### src/rtl/div3_word_serializer_if.sv
// Word-in / bit-out bus of the divisible-by-3 word serializer.
//
// Handshake: the upstream side drives in_valid and in_data and holds them
// until a cycle where in_ready is also high; a word transfers on exactly those
// cycles (in_valid & in_ready at the rising clock edge). in_ready never depends
// on in_valid, so the upstream may wait for in_ready before raising in_valid
// or raise in_valid first -- both are legal. in_data is ignored on all other
// cycles.
//
// The bit side has no back-pressure: bit_out/bit_valid/bit_last describe one
// bit per cycle for the downstream detector, det_clr resets that detector and
// word_done marks the cycle in which the detector result covers a whole word.
// state_dbg mirrors the serializer FSM state for checkers and debug.
interface div3_word_serializer_if #(
  parameter int W = 8
);
  logic         in_valid;
  logic         in_ready;
  logic [W-1:0] in_data;
  logic         det_clr;
  logic         bit_out;
  logic         bit_valid;
  logic         bit_last;
  logic         word_done;
  logic         busy;
  logic [1:0]   state_dbg;

  // Upstream word source plus observer of the bit stream.
  modport master (
    output in_valid,
    output in_data,
    input  in_ready,
    input  det_clr,
    input  bit_out,
    input  bit_valid,
    input  bit_last,
    input  word_done,
    input  busy,
    input  state_dbg
  );

  // The serializer itself.
  modport slave (
    input  in_valid,
    input  in_data,
    output in_ready,
    output det_clr,
    output bit_out,
    output bit_valid,
    output bit_last,
    output word_done,
    output busy,
    output state_dbg
  );
endinterface

### src/rtl/div3_word_serializer.sv
// Word serializer feeding the serial divisible-by-3 detector.
//
// Each accepted W-bit word is preceded by one det_clr cycle and then sent
// MSB-first, one bit per cycle. A single holding register (pend) lets the
// upstream hand over the next word while the current one is shifting, so
// words run back-to-back at one word per W+1 cycles. word_done is a
// registered copy of bit_last: it lands in the cycle where the detector has
// absorbed bit 0 of the word. The W parameter must match the interface's W.
module div3_word_serializer #(
  parameter int W = 8
) (
  input  logic                     clk,
  input  logic                     reset,
  div3_word_serializer_if.slave    bus
);

  localparam int CW = (W > 2) ? $clog2(W) : 1;

  typedef enum logic [1:0] {
    ST_IDLE  = 2'd0,
    ST_CLR   = 2'd1,
    ST_SHIFT = 2'd2
  } state_e;

  // Registered state
  state_e         state_q,     state_d;
  logic [W-1:0]   shifter_q,   shifter_d;
  logic [CW-1:0]  count_q,     count_d;
  logic [W-1:0]   pend_q,      pend_d;
  logic           pend_full_q, pend_full_d;
  logic           word_done_q, word_done_d;

  // Combinational outputs
  logic           transfer;
  logic           det_clr;
  logic           bit_out;
  logic           bit_valid;
  logic           bit_last;

  // in_ready only looks at the registered pend flag, so there is no path
  // from in_valid back to in_ready.
  assign bus.in_ready = !pend_full_q;
  assign transfer     = bus.in_valid && !pend_full_q;

  // Next-state and output decode for the IDLE / CLR / SHIFT sequencer.
  always_comb begin
    state_d     = state_q;
    shifter_d   = shifter_q;
    count_d     = count_q;
    pend_d      = pend_q;
    pend_full_d = pend_full_q;
    word_done_d = 1'b0;
    det_clr     = 1'b0;
    bit_out     = 1'b0;
    bit_valid   = 1'b0;
    bit_last    = 1'b0;

    case (state_q)
      ST_IDLE: begin
        // Nothing in flight: a new word goes straight to the shifter, so
        // pend is never used from here.
        if (transfer) begin
          shifter_d = bus.in_data;
          state_d   = ST_CLR;
        end
      end

      ST_CLR: begin
        det_clr = 1'b1;
        count_d = CW'(W - 1);
        state_d = ST_SHIFT;
        // pend is always empty on entry to CLR, so the next word parks there.
        if (transfer) begin
          pend_d      = bus.in_data;
          pend_full_d = 1'b1;
        end
      end

      ST_SHIFT: begin
        bit_valid = 1'b1;
        bit_out   = shifter_q[W-1];
        shifter_d = {shifter_q[W-2:0], 1'b0};
        if (count_q == '0) begin
          // Final bit of the word: pick the next word without a gap.
          bit_last    = 1'b1;
          word_done_d = 1'b1;
          count_d     = '0;
          if (pend_full_q) begin
            shifter_d   = pend_q;
            pend_full_d = 1'b0;
            state_d     = ST_CLR;
          end else if (transfer) begin
            // A word offered right now bypasses pend entirely.
            shifter_d = bus.in_data;
            state_d   = ST_CLR;
          end else begin
            state_d = ST_IDLE;
          end
        end else begin
          count_d = count_q - CW'(1);
          if (transfer) begin
            pend_d      = bus.in_data;
            pend_full_d = 1'b1;
          end
        end
      end

      default: begin
        state_d = ST_IDLE;
      end
    endcase
  end

  // State register with synchronous reset; a reset drops any word in flight
  // and any word waiting in pend.
  always_ff @(posedge clk) begin
    if (reset) begin
      state_q     <= ST_IDLE;
      shifter_q   <= '0;
      count_q     <= '0;
      pend_q      <= '0;
      pend_full_q <= 1'b0;
      word_done_q <= 1'b0;
    end else begin
      state_q     <= state_d;
      shifter_q   <= shifter_d;
      count_q     <= count_d;
      pend_q      <= pend_d;
      pend_full_q <= pend_full_d;
      word_done_q <= word_done_d;
    end
  end

  assign bus.det_clr   = det_clr;
  assign bus.bit_out   = bit_out;
  assign bus.bit_valid = bit_valid;
  assign bus.bit_last  = bit_last;
  assign bus.word_done = word_done_q;
  assign bus.busy      = (state_q != ST_IDLE) || pend_full_q;
  assign bus.state_dbg = state_q;

endmodule
### src/flat_wrapper.sv
// flat-port wrapper written by rule: the top's interface ports become plain ports
module div3_word_serializer_flat 
#(
  parameter int W = 8
)
  (clk, reset, bus_in_valid, bus_in_data, bus_in_ready, bus_det_clr, bus_bit_out, bus_bit_valid, bus_bit_last, bus_word_done, bus_busy, bus_state_dbg);
  div3_word_serializer_if #(.W(W)) bus_i ();
  input  logic clk;
  input  logic reset;
  input wire logic [$bits(bus_i.in_valid)-1:0] bus_in_valid;
  input wire logic [$bits(bus_i.in_data)-1:0] bus_in_data;
  output wire logic [$bits(bus_i.in_ready)-1:0] bus_in_ready;
  output wire logic [$bits(bus_i.det_clr)-1:0] bus_det_clr;
  output wire logic [$bits(bus_i.bit_out)-1:0] bus_bit_out;
  output wire logic [$bits(bus_i.bit_valid)-1:0] bus_bit_valid;
  output wire logic [$bits(bus_i.bit_last)-1:0] bus_bit_last;
  output wire logic [$bits(bus_i.word_done)-1:0] bus_word_done;
  output wire logic [$bits(bus_i.busy)-1:0] bus_busy;
  output wire logic [$bits(bus_i.state_dbg)-1:0] bus_state_dbg;
  assign bus_i.in_valid = bus_in_valid;
  assign bus_i.in_data = bus_in_data;
  assign bus_in_ready = bus_i.in_ready;
  assign bus_det_clr = bus_i.det_clr;
  assign bus_bit_out = bus_i.bit_out;
  assign bus_bit_valid = bus_i.bit_valid;
  assign bus_bit_last = bus_i.bit_last;
  assign bus_word_done = bus_i.word_done;
  assign bus_busy = bus_i.busy;
  assign bus_state_dbg = bus_i.state_dbg;
  div3_word_serializer #(.W(W)) u_core (.clk(clk), .reset(reset), .bus(bus_i));
endmodule
### config.mk
export PLATFORM = sky130hd
export DESIGN_NAME = div3_word_serializer_flat
export DESIGN_NICKNAME = d
export VERILOG_FILES = /design/src/rtl/div3_word_serializer_if.sv /design/src/rtl/div3_word_serializer.sv /design/src/flat_wrapper.sv
export SDC_FILE = /design/constraint.sdc
export NUM_CORES = 1
export LEC_CHECK = 0
export ABC_CLOCK_PERIOD_IN_PS = 4200
export BUFFER_PORTS_ARGS = -buffer_cell sky130_fd_sc_hd__buf_2
export CAP_MARGIN = 0
export CORE_AREA = 2 2 73 75
export DETAILED_ROUTE_END_ITERATION = 7
export DIE_AREA = 0 0 75 77
export GPL_TIMING_DRIVEN = 0
export HOLD_SLACK_MARGIN = 0.06
export PLACE_DENSITY = 0.42
export SLEW_MARGIN = 20
export SYNTH_ARGS = -nofsm -noshare
export SYNTH_HDL_FRONTEND = slang
export SYNTH_SLANG_ARGS = --single-unit
### constraint.sdc
create_clock -name clk -period 4.2 [get_ports clk]
set_clock_uncertainty 0.2 [all_clocks]
set_input_delay 0.63 -clock clk [delete_from_list [all_inputs] [get_ports clk]]
set_output_delay 0.63 -clock clk [all_outputs]
set_load 0.05 [all_outputs]
==> results of run 1 <==
path summary, 6_finish.rpt:
path	cells past startpoint	slack, ns	end	startpoint
setup / recovery	5	1.79	bus_bit_out	u_core.bus.state_dbg[0]
hold / removal	2	0.29	u_core.count_q[1]	u_core.count_q[1]
setup reg to reg	7	2.01	u_core.pend_q[2]	u_core.bus.state_dbg[0]
hold reg to reg	2	0.29	u_core.count_q[1]	u_core.count_q[1]
per-layer routing:
metal,share of wire,up-vias
met5,0,-
met4,0.0092,0
met3,0.036,4
met2,0.46,25
met1,0.50,499
li1,-,541
cells in the mapped netlist (all sizes together):
cell and n:
nor2 24, dfxtp 23, nand2 16, inv 10
mux2i 10, a21oi 9, o21ai 7, ha 6
buf 5, a2bb2oi 4, a311oi 4, nor3 4
nor3b 4, and2 3, a211oi 2, a222oi 2
clkbuf 2, o22ai 2, a221oi 1, a22oi 1
and2b 1, nand2b 1, nand3 1, nor2b 1
o21bai 1
kinds of logic after synthesis:
group / synth area share
AO/OA/AOI/OAI: 0.1813
adder cells (fa/ha/maj): 0.06147
buffers and inverters: 0.06967
flip-flops: 0.3770
multiplexers: 0.08197
AND/OR/NAND/NOR: 0.2285
worst max-delay path, delay by kind of cell, from the launching register on:
family                     cells  cell delay (ns)
buffers and inverters          3             0.47
DFF                            1             0.41
adders and majority gates      1             0.28
and+or+nand+nor                1             0.15
area by class of cell:
cell class | instances | area share
plain buffers | 7 | 0.03290
clock buffers | 3 | 0.02857
clock inverters | 1 | 0.003463
inverters | 10 | 0.02597
multi-input cells | 104 | 0.4675
flip-flops and latches | 23 | 0.3186
well taps | 70 | 0.06061
repair buffers | 18 | 0.06234
flip-flops by register name, indices dropped and copies added (netlist names):
register,cells
u_core.pend_q,8
u_core.bus.state_dbg,2
u_core.count_q,3
u_core.bus.word_done,1
u_core.pend_full_q,1
u_core.shifter_q,8
where the power goes:
part           switching [mW]  internal, mW  leakage, nW  total [mW]
clock                  0.0800        0.0664       0.0255       0.146
sequential             0.0513         0.288        0.189       0.340
combinational           0.385         0.216        0.377       0.601
total                   0.516         0.571        0.591        1.09
through the flow:
stage | setup WS, ns | power [mW]
6_report | 1.792 | 1.087
5_1_grt | 1.719 | 1.172
4_1_cts | 1.775 | 1.097
3_5_place_dp | 2.021 | 0.9473
3_3_place_gp | 2.045 | 0.9413
2_1_floorplan | 1.390 | 0.8160
==> impl_metrics.yaml, run 1 <==
setup_path:
  path_max_fanout: 10
  arrival_ns: 1.58
  critical_path.cell_chain: "inv_1 -> ha_1 -> buf_6 -> and2_1 -> buf_2"
  critPathKind: "register to primary output"
  cp.required_ns: 3.37
  cp_slowest_stage_delay_ns: 0.41
  cp-end-kind: "primary output"
  cp-start-kind: "register"
  crit_slowest_cell: "dfxtp_1"
grt:
  grt_start_max_net_pins: 14
  grt_pass1_vias: 1050
  grt_pass1_wl_um: 5278
  use_met1: 0.1635
  grt_overflow: 0
  top_usage_layer: "met2"
  grt.met2_usage: 0.1851
  antenna_found_initial: 0
  use_met3: 0.02760
  grt_util_all_layers: 0.1176
sta:
  timing.final.crit_share: 0.5732
  worst_pin_slew_ns: 0.6284
  fin_setup_tns_ns: 0
  hold_ws_ns: 0.2853
  timing.slew.headroom: 0.5783
  rsz0062_at_grt: "no"
  period_minus_slack_ns: 2.408
  max_freq_mhz: 415.3
  finalSetupViolations: 0
  slew_viol_final: 0
  hold_viol_final: 0
pwr:
  power_density_nw_per_um2: 752.4
  ir_worst_vdd_mv: 0.3920
  p_leak_nw: 0.5914
run_status:
  status: "finished, final reports clean"
layout:
  final.fill_count: 548
  drive_above_1_share: 0.1988
  finish.instance_area_um2: 1445
  instances_no_fill: 236
  seq_area_um2: 460.4
  final_core_util: 0.2903
  diodes: 0
  multi_input_area_um2: 675.6
  mostFrequentLayoutCells: "23 x nor2_1, 23 x dfxtp_1, 20 x buf_2"
  nNetsFinal: 184
  area_growth_pct: 18.34
detailed_routing:
  dr.pass1.iters: 4
  wirelength_um: 3158
  avgRoutedWirePerCell_um: 13.38
  num_vias: 1069
  drc_errors: 0
  viasPerCell: 4.530
  ant_nets: 0
  drt_iter0_drc: 69
floorplan:
  rows: 26
  die_w_um: 75
  coreArea_um2: 4977
  initial_core_util: 0.2453
  die_area_um2: 5775
  fp.dieH_um: 77
  ioPinCount: 20
cts:
  clk_pin_slew_worst_paths_ns: 0.09
  clkLatencyLatePin_ns: 0.27
  htreeDepth: 1
  cts_buffer_depth: 2
  cts_tree: "built"
  cts_made_buffers: 3
  cts_sinks: 23
  ctsResizeCount: 0
  root_buffer: "clkbuf_8"
  post-cts-setup-buffers: 0
  cts_hold_buf: 0
placed_design:
  dp_hpwl_um: 2270
  gp_congestion: 0.7912
  place_area_um2: 1399
  dp.cells: 232
  io_buffers: 18
yosys:
  synthTopCellsByArea: "dfxtp_1 38%, mux2i_1 8.2%, nor2_1 7.1%"
  yosys_warnings: 0
  yosysTopAreaCell: "dfxtp_1"
  yosysSeqAreaShare: 0.3770
  synth_top_area_frac: 0.3770
  synth_fp_nets: 161
  avgSynthCellArea_um2: 8.480
  ys_types: 32
  synth_cells: 144
  synth_area_um2: 1221
  ys_ff_latch: 23
hold_path:
  min_path_type: "register to register"
run:
  cap_violations: 0
Power figures use the tool's default switching activity.
==> run 2: changes to the inputs <==
ABC_CLOCK_PERIOD_IN_PS = 2250   (was 4200)
clock period = 2.25 ns   (was 4.2 ns; I/O delays follow)
==> run 2 against run 1 <==
Net effect:
- critical path depth up 1
- setup slack got worse by 1.7 ns
- critical path type unchanged
- clock power increased by 84%
- largest power group unchanged
- global-route usage up 0.65 points
- total power grew 92%
- critical endpoint is now bus_bit_last
==> impl_metrics.yaml, run 2 (synthesis results as in run 1) <==
run_status:
  status: "finished, final reports clean"
detailed_routing:
  num_vias: 1061
  wirelength_um: 3236
  drc_errors: 0
  dr.pass1.iters: 4
  ant_nets: 0
  drt_iter0_drc: 71
  viasPerCell: 4.477
  avgRoutedWirePerCell_um: 13.65
layout:
  final.fill_count: 541
  layout_commonest_cell: "nor2_1"
  drive_above_1_share: 0.2275
  finish.instance_area_um2: 1488
  diodes: 0
  nNetsFinal: 185
  mostFrequentLayoutCells: "23 x nor2_1, 21 x dfxtp_1, 19 x buf_2"
  top_regs: "u_core.pend_q: 8 flops, u_core.shifter_q: 8 flops, u_core.count_q: 3 flops"
  area_growth_pct: 21.82
cts:
  cts_sinks: 23
  clk_pin_slew_worst_paths_ns: 0.09
  cts_tree: "built"
  cts_made_buffers: 3
  clkLatencyLatePin_ns: 0.27
  htreeDepth: 1
  cts_buffer_depth: 2
  root_buffer: "clkbuf_8"
placed_design:
  dp_hpwl_um: 2318
  io_buffers: 18
  place_area_um2: 1415
  gp_congestion: 0.7326
grt:
  antenna_found_initial: 0
  grt_pass1_wl_um: 5478
  grt_overflow: 0
  grt_util_all_layers: 0.1241
  grt_start_max_net_pins: 13
  grt_pass1_vias: 1105
sta:
  timing.slew.headroom: 0.6131
  finalSetupViolations: 0
  max_freq_mhz: 473.3
  fin_setup_tns_ns: 0
  rsz0062_at_grt: "no"
  worst_pin_slew_ns: 0.5804
  period_minus_slack_ns: 2.113
  timing.final.crit_share: 0.9389
  slew_viol_final: 0
  hold_viol_final: 0
setup_path:
  cp-start-kind: "register"
  reg2reg_depth: 6
  cp_top_family: "buffers and inverters"
  cp.depth: 6
  setup.worst_path.start: "u_core.count_q[0]"
  crit_end: "bus_bit_last"
  arrival_ns: 1.58
  cp-end-kind: "primary output"
  r2r_end: "u_core.shifter_q[6]"
  cp_slowest_stage_delay_ns: 0.34
  critical_path.cell_chain: "nor2_1 -> ha_1 -> buf_6 -> nand2_4 -> inv_2 -> buf_2"
  r2r_start: "u_core.bus.state_dbg[0]"
  rrSetupSlack_ns: 0.21
  path_max_fanout: 9
  critPathKind: "register to primary output"
  crit_slowest_cell: "dfxtp_1"
  cp.required_ns: 1.71
  crit_buf_inv: 3
pwr:
  power_density_nw_per_um2: 1406
  finalPower_mw: 2.092
  p_leak_nw: 0.5991
  ir_worst_vdd_mv: 0.8774
floorplan:
  rows: 26
  die_w_um: 75
  initial_core_util: 0.2453
  ioPinCount: 20
  fp.dieH_um: 77
  die_area_um2: 5775
  coreArea_um2: 4977
hold_path:
  min_path_type: "primary input to register"
  min_from: "reset"
run:
  cap_violations: 0
==> run 2: worst min-delay path by stage <==
stage / endpoint / slack, ns / cells past startpoint
5_1_grt: u_core.shifter_q[4] / 0.08 / 2
3_3_place_gp: u_core.count_q[1] / 0.27 / 2
2_1_floorplan: u_core.shifter_q[4] / 0.21 / 1
3_5_place_dp: u_core.shifter_q[1] / 0.28 / 2
4_1_cts: u_core.shifter_q[7] / 0.08 / 2
6_report: u_core.shifter_q[7] / 0.08 / 2
==> run 2: timing repair <==
action | in CTS | in global routing
resized for setup | 0 | 4
hold buffers | 0 | 0
setup buffers | 0 | 1
setup endpoints to repair | 0 | 12
==> run 2: final cells by class <==
class | instances | area (um2) | area share
Multi-Input combinational cell | 104 | 694.4 | 0.4668
Sequential cell | 23 | 462.9 | 0.3112
Timing Repair Buffer | 19 | 110.1 | 0.07401
Tap cell | 70 | 87.58 | 0.05887
Buffer | 7 | 50.05 | 0.03364
Clock buffer | 4 | 45.04 | 0.03028
Inverter | 10 | 37.54 | 0.02523
==> run 2: through the flow <==
stage	setup WS, ns	cells	hold WS [ns]	utilization
after floorplan	0.02255	144	0.2096	-
after global placement	0.1318	232	0.2653	0.2843
after detailed placement	0.05134	232	0.2831	0.2843
after CTS	0.02734	236	0.07641	0.2934
after global routing	0.01064	237	0.08168	0.2989
final	0.1374	237	0.08217	0.2989
==> run 2: routing by layer <==
layer  up-vias  routed length [um]  global-route usage
met5         -                   0                   0
met4         0                  20             0.02143
met3         5                 122             0.03285
met2        19                1502              0.1965
met1       493                1591              0.1695
li1        544                   -                   -
==> run 2: power by group <==
part           internal, mW  switching, mW  total (mW)
Combinational         0.444          0.741        1.18
Sequential            0.542         0.0973       0.639
Clock                 0.127          0.142       0.268
